### config.mk
export PLATFORM = sky130hd
export DESIGN_NAME = dmem_arbiter
export DESIGN_NICKNAME = d
export VERILOG_FILES = /design/src/rtl/cpu_pkg.sv /design/src/rtl/dmem_arbiter_rr_pick2.sv /design/src/rtl/dmem_arbiter.sv
export SDC_FILE = /design/constraint.sdc
export NUM_CORES = 1
export LEC_CHECK = 0
export BUFFER_PORTS_ARGS = -buffer_cell sky130_fd_sc_hd__buf_2
export CAP_MARGIN = 30
export CORE_AREA = 2 2 110 112
export DETAILED_ROUTE_END_ITERATION = 8
export DIE_AREA = 0 0 112 114
export GPL_TIMING_DRIVEN = 1
export PLACE_DENSITY = 0.8
export SYNTH_ARGS = -nofsm -noshare
export SYNTH_HDL_FRONTEND = slang
export SYNTH_SLANG_ARGS = --single-unit
### constraint.sdc
create_clock -name clk -period 4.79 [get_ports clk]
set_clock_uncertainty 0.1 [all_clocks]
set_input_delay 0.2395 -clock clk [delete_from_list [all_inputs] [get_ports clk]]
set_output_delay 0.2395 -clock clk [all_outputs]
set_load 0.05 [all_outputs]
### src/rtl/cpu_pkg.sv
// Shared encodings for the data-memory arbiter: FSM states, requester IDs
// and the width of the latency counter.
package cpu_pkg;

  typedef enum logic [1:0] {
    IDLE  = 2'd0,
    ISSUE = 2'd1,
    WAIT  = 2'd2,
    RESP  = 2'd3
  } state_t;

  localparam logic REQ_CPU = 1'b0;
  localparam logic REQ_DBG = 1'b1;

  // Wide enough for LATENCY-1 with LATENCY up to 15.
  localparam int CW = 4;

endpackage

### src/rtl/dmem_arbiter_rr_pick2.sv
// Combinational 2-way round-robin picker: a lone requester wins outright,
// a tie is resolved in favour of the requester named by ptr_i.
module rr_pick2 (
  input  logic [1:0] req_i,
  input  logic       ptr_i,
  output logic       any_o,
  output logic       winner_o
);

  assign any_o    = |req_i;
  assign winner_o = (&req_i) ? ptr_i : req_i[1];

endmodule

### src/rtl/dmem_arbiter.sv
// Shares one data-RAM port between the CPU load/store path and the debug
// loader. Handshake: a requester holds req and payload until its one-cycle
// gnt; the matching one-cycle rvalid later marks completion, with rdata valid.
module dmem_arbiter
  import cpu_pkg::*;
#(
  parameter int LATENCY = 1,
  parameter int AW      = 32,
  parameter int DW      = 32
) (
  input  logic            clk,
  input  logic            rst,
  input  logic            cpu_req,
  input  logic            cpu_we,
  input  logic [AW-1:0]   cpu_addr,
  input  logic [DW-1:0]   cpu_wdata,
  input  logic [DW/8-1:0] cpu_wmask,
  output logic            cpu_gnt,
  output logic            cpu_rvalid,
  input  logic            dbg_req,
  input  logic            dbg_we,
  input  logic [AW-1:0]   dbg_addr,
  input  logic [DW-1:0]   dbg_wdata,
  input  logic [DW/8-1:0] dbg_wmask,
  output logic            dbg_gnt,
  output logic            dbg_rvalid,
  output logic [DW-1:0]   rdata,
  output logic            mem_en,
  output logic            mem_we,
  output logic [AW-1:0]   mem_addr,
  output logic [DW-1:0]   mem_wdata,
  output logic [DW/8-1:0] mem_wmask,
  input  logic [DW-1:0]   mem_rdata,
  output logic            busy,
  output logic [1:0]      state_o
);

  state_t            state_q, state_d;
  logic              ptr_q, ptr_d;
  logic              owner_q, owner_d;
  logic              we_q, we_d;
  logic [AW-1:0]     addr_q, addr_d;
  logic [DW-1:0]     wdata_q, wdata_d;
  logic [DW/8-1:0]   wmask_q, wmask_d;
  logic [CW-1:0]     cnt_q, cnt_d;
  logic [DW-1:0]     rdata_q, rdata_d;
  logic              pick_any, pick_winner;

  rr_pick2 u_pick (
    .req_i    ({dbg_req, cpu_req}),
    .ptr_i    (ptr_q),
    .any_o    (pick_any),
    .winner_o (pick_winner)
  );

  always_ff @(posedge clk) begin
    if (rst) begin
      state_q <= IDLE;
      ptr_q   <= REQ_CPU;
      owner_q <= REQ_CPU;
      we_q    <= 1'b0;
      addr_q  <= '0;
      wdata_q <= '0;
      wmask_q <= '0;
      cnt_q   <= '0;
      rdata_q <= '0;
    end else begin
      state_q <= state_d;
      ptr_q   <= ptr_d;
      owner_q <= owner_d;
      we_q    <= we_d;
      addr_q  <= addr_d;
      wdata_q <= wdata_d;
      wmask_q <= wmask_d;
      cnt_q   <= cnt_d;
      rdata_q <= rdata_d;
    end
  end

  always_comb begin
    state_d = state_q;
    ptr_d   = ptr_q;
    owner_d = owner_q;
    we_d    = we_q;
    addr_d  = addr_q;
    wdata_d = wdata_q;
    wmask_d = wmask_q;
    cnt_d   = cnt_q;
    rdata_d = rdata_q;
    case (state_q)
      IDLE: begin
        if (pick_any) begin
          owner_d = pick_winner;
          if (pick_winner == REQ_DBG) begin
            we_d    = dbg_we;
            addr_d  = dbg_addr;
            wdata_d = dbg_wdata;
            wmask_d = dbg_wmask;
          end else begin
            we_d    = cpu_we;
            addr_d  = cpu_addr;
            wdata_d = cpu_wdata;
            wmask_d = cpu_wmask;
          end
          state_d = ISSUE;
        end
      end
      ISSUE: begin
        cnt_d   = CW'(LATENCY - 1);
        state_d = WAIT;
      end
      WAIT: begin
        if (cnt_q == '0) begin
          // Stores report zero so the response never carries stale RAM data.
          rdata_d = we_q ? '0 : mem_rdata;
          state_d = RESP;
        end else begin
          cnt_d = cnt_q - CW'(1);
        end
      end
      RESP: begin
        ptr_d   = ~owner_q;
        state_d = IDLE;
      end
      default: state_d = IDLE;
    endcase
  end

  assign cpu_gnt    = (state_q == ISSUE) && (owner_q == REQ_CPU);
  assign dbg_gnt    = (state_q == ISSUE) && (owner_q == REQ_DBG);
  assign cpu_rvalid = (state_q == RESP)  && (owner_q == REQ_CPU);
  assign dbg_rvalid = (state_q == RESP)  && (owner_q == REQ_DBG);
  assign mem_en     = (state_q == ISSUE);
  assign mem_we     = (state_q == ISSUE) && we_q;
  assign mem_addr   = addr_q;
  assign mem_wdata  = wdata_q;
  assign mem_wmask  = wmask_q;
  assign rdata      = rdata_q;
  assign busy       = (state_q != IDLE);
  assign state_o    = state_q;

endmodule
-- Word level (Yosys, flattened, before mapping)
Index checks and enable logic that the tools add are counted.
- reductions and logical operators: 15
- $add $sub $neg: 1
- bitwise operators: 1
- equal/unequal tests: 6
- multiplexer cells: 11
- operators by type and width (cell ; count):
    32-bit two-way mux ; 3
    2-bit AND reduction ; 5
    4-bit two-way mux ; 2
    2-bit case mux with 4 select lines ; 1
    4-bit case mux with 2 select lines ; 1
    2-bit inequality test, second input constant ; 3
    1-bit logical AND ; 5
    2-bit == test, second input constant ; 2
    4-bit zero test ; 1
    2-bit two-way mux ; 2
    2-bit nonzero test ; 2
    4-bit by 1-bit subtractor with 4-bit output, second input constant ; 1
    2-bit by 1-bit == test with 1-bit output, second input constant ; 1
    2-bit zero test ; 1
    1-bit two-way mux ; 2
    2-bit OR reduction ; 1
    1-bit inverter ; 1
- bits of input ports: 174
- register bits: 109
- word-level logic and storage cells: 43
- output and inout bits: 109

-- Longest topological paths before layout
- depth after elaboration: 3
- gate-level depth with buffers: 7

-- Cells and area by module
From an unflattened synthesis, not the netlist that was laid out.
- cells, all modules: 513
- area total of the unflattened synthesis: 4850.9 um^2
- by module, submodules not included (module ; area each (um^2) ; sequential area each (um^2) ; times used ; cells each):
    dmem_arbiter ; 4833.4 ; 2182.1 ; 1 ; 510
    rr_pick2 ; 17.5 ; 0.0 ; 1 ; 3

-- Worst setup path after synthesis
Ideal clock, no wire load.
- path kind: register to output
- start point: reg state_q[0] (netlist: state_o[0])
- end point: out cpu_gnt
- path slack: 2.387 ns
- stages on the path, launching flop included: 3
- arrival: 2.063 ns
- path buffers: 0
- cells stage by stage: dfxtp_1 -> ha_1 -> nor2b_1
- word-level cells in the longest chain between the ends: 2
- RTL lines (element ; RTL line ; source):
    from (decl) ; dmem_arbiter.sv:38 ; state_t state_q, state_d;
    from (signal assigned) ; dmem_arbiter.sv:68 ; state_q <= state_d;
    2-bit by 1-bit == test with 1-bit output ; n/a ;
    via mem_en ; dmem_arbiter.sv:28 ; output logic mem_en,
    1-bit logical AND ; dmem_arbiter.sv:129 ; assign cpu_gnt = (state_q == ISSUE) && (owner_q == REQ_CPU);
    to (decl) ; dmem_arbiter.sv:18 ; output logic cpu_gnt,
The timed path passes the listed nets, and every way through them passes these cells.

-- Worst setup path in the final report
- start point: reg state_q[0] (netlist: state_o[0])
- end point: reg wmask_q[1] (netlist: mem_wmask[1])
- word-level cells in the longest chain between the ends: 2
- RTL lines (element ; RTL line ; source):
    2-bit zero test ; dmem_arbiter.sv:90 ; case (state_q)
    2-bit AND reduction (no line) ; n/a ;
    to (signal assigned) ; dmem_arbiter.sv:74 ; wmask_q <= wmask_d;
    to (decl) ; dmem_arbiter.sv:44 ; logic [DW/8-1:0] wmask_q, wmask_d;
Every way passes these cells.
A chain may end at the register's enable or synchronous reset.

==> run metrics <==
Setup Buffers After CTS=0; WL final=approximately 15000 µm; Async SR Flop Fraction=0%; post-synthesis sequential area ratio=42.75%; number of fill cells=1112; # setup viols final=0; Rows=40; io pins=283; core area=0.01171 mm²; fmax=roughly 0.38 GHz; worst-skew pair later-pin latency=0.34 ns; CTS clk-pin slew, worst paths=0.07 ns; status=finished, final reports clean; syn avg cell area=approximately 8.5 µm²; antenna violations before repair=0; vias in the first global route=4752; Crit Reg-Reg Endpoint=mem_wmask[1]; RSZ-0062 raised after global routing=no; root buffer cell=clkbuf_16; Routed WL per cell=15.20 µm; Final period util=55.11%; dpl hpwl=10230 µm; register bit total from synthesis=109; remaining global-route overflow=0; Worst VDD drop=0.3250 mV; final slew viol count=0; I/O Buffers=roughly 280; MaxCap Viol Count=0; global-route usage over all layers=21.74%; nets@finish=between 1k and 1.5k; die width=roughly 110 µm; Crit path max-delay family=compound AO/OA/AOI/OAI gates; Slew headroom=37.06%; via/cell ratio=5.358; worst hold path type=input pin to register; die area=0.01277 mm²; endpoint type of the worst setup path=register; Crit path buffers/inverters=2; total CTS buffers=9; post-synth net total=between 700 and 800; critical path startpoint category=register; Critical Path RT=4.92 ns; Multi-input gate area=0.002615 mm²; Hold Vio Cnt, Final=0; gpl congestion=0.7718; Worst Hold Depth=3; setup slack at placement=between 2 and 2.5 ns; CTS tree=yes; CP Cell Sequence=inv_1 -> ha_1 -> o21a_4 -> buf_4 -> nor2_1 -> a311oi_1; synthesis warning total=0; setup TNS=0 ns; pin count of the biggest net entering global routing=132; Syn-to-layout area delta=33.46%; Worst R2R Setup Slack=about 2.2 ns; min Tclk post-route=2.640 ns; # DRC=0; Critical Path AT=2.77 ns; HP Start=mem_rdata[7]; Post-DRT Antenna Nets=0; ant diodes=0; min setup slack post-route=between 2 and 2.5 ns; hold endpoint=rdata[7]; cts repair resizes=0; layout cells sized above 1=a little under two fifths; CTS Buffer Depth=2; H-Tree Depth=3; drt initial violations=404; Register Area=0.002182 mm²; pin slew with the least headroom to its limit=0.9428 ns; hold_buf cts=0; critical path class=register to register; delay of the slowest critical-path stage=0.73 ns; Syn Inst Count=around 600; initial core utilization=43.59%; CTS Sinks=~110; chip height=~110 µm; main flop type after synthesis=dfxtp_1; Syn Std Cell Area=~0.005 mm²; leak pwr=2.971 nW; CP Max Fanout=87; Power per Cell Area=643.5 mW/mm²; Worst R2R Start=state_o[0]; Initial DRT Pass Iterations=4; Reg2Reg Depth=6; Netlist cell types=35; first-pass GRT wire length=22950 µm; DR vias=around 5.3k; EDFF count, synth=0; CP max stage cell=o21a_4
==> how the worst max path moves through the flow <==
stage,startpoint,end,slack [ns],depth (start not counted)
floorplan,state_o[0],cpu_gnt,2.39,2
global placement,state_o[0],mem_wmask[1],2.36,6
detailed placement,state_o[0],mem_wmask[1],2.24,6
CTS,state_o[0],mem_wmask[1],2.21,6
global route,state_o[1],mem_wdata[5],1.94,6
finish,state_o[0],mem_wmask[1],2.15,6
==> synth_stat cells (all sizes together), types with 2 or more instances <==
cell type | n | area share, %
nand2b | 3 | 0.37
or4 | 2 | 0.29
nor3b | 2 | 0.29
nand2 | 32 | 2.4
o21ai | 71 | 7.0
clkbuf | 45 | 3.3
nor2b | 4 | 0.54
a21oi | 35 | 3.4
or3 | 2 | 0.25
nand3b | 101 | 15
o211ai | 2 | 0.29
nor2 | 71 | 5.2
ha | 7 | 1.7
and2 | 2 | 0.25
a211oi | 3 | 0.44
buf | 22 | 2.3
a311oi | 69 | 12
dfxtp | 109 | 43
inv | 10 | 0.74
==> layout by cell type (no fill, tap or decap), types with 2 or more instances in the layout <==
cell / synthesis / final
nor2b_1: 3 / 3
nand3b_1: 101 / 101
a211oi_1: 3 / 3
nand2b_1: 3 / 3
inv_1: 10 / 9
clkbuf_16: 0 / 9
or3_1: 2 / 2
buf_2: 15 / 281
or4_1: 2 / 2
nor3b_1: 2 / 2
dfxtp_1: 109 / 109
buf_4: 2 / 7
o21ai_1: 12 / 12
and2_1: 2 / 2
a311oi_1: 69 / 69
ha_1: 7 / 7
o21ai_0: 59 / 59
nand2_1: 32 / 32
o211ai_1: 2 / 2
bufinv_16: 0 / 2
nor2_1: 71 / 71
a21oi_1: 35 / 35
==> stage by stage <==
step	util, %	hold slack, ns	cells	instance area [µm²]	total power, W
after global placement	55.31	0.3354	970	6477	0.003581
after floorplan	-	0.3035	603	5105	0.003108
after global routing	58.17	0.06207	986	6813	0.004621
after CTS	58.17	0.05927	986	6813	0.004406
after detailed placement	55.48	0.3414	971	6497	0.003612
final	58.17	0.07152	986	6813	0.004384
==> registers in the layout (all words and copies together), names as in the netlist, 2 cells and up <==
| name | cells |
|---|---|
| mem_wmask | 4 |
| rdata | 32 |
| state_o | 2 |
| mem_addr | 32 |
| cnt_q | 4 |
| mem_wdata | 32 |
==> logic make-up (layout without fill, tap and decap cells) <==
group           after synthesis  in the layout  share of synthesized area [%]
flops                       109            109                          42.75
fa+ha+maj                     7              7                          1.716
simple gates                225            225                          25.34
buf+inv                      78            314                          6.568
mux                           1              1                         0.1961
compound gates              183            183                          23.43
==> area by class of cell <==
type | count | share of cell area [%]
multi-input cells | 416 | 38.38
flip-flops and latches | 109 | 32.03
repair buffers | 289 | 21.71
clock buffers | 11 | 3.563
well taps | 147 | 2.700
clock inverters | 4 | 1.065
inverters | 10 | 0.5510
==> power breakdown <==
group / switching (W) / total [W] / internal, W / leakage, nW
registers: 0.000157 / 0.00134 / 0.00118 / 0.897
logic: 0.00167 / 0.00226 / 0.000585 / 1.92
clock network: 0.000320 / 0.000790 / 0.000469 / 0.152
total: 0.00215 / 0.00438 / 0.00223 / 2.97
==> layer usage <==
layer	wire, µm	vias up	track usage, %
met5	0	-	0
li1	-	2655	-
met2	7256	210	37.05
met3	1260	22	6.908
met1	6168	2396	26.31
met4	307	0	6.911
==> worst register-to-register path, stage by stage (launching register included) <==
cell and delay (ns):
dfxtp_1 0.34, inv_1 0.13, ha_1 0.21, o21a_4 0.73
buf_4 0.62, nor2_1 0.10, a311oi_1 0.30
Power figures use the tool's default switching activity.
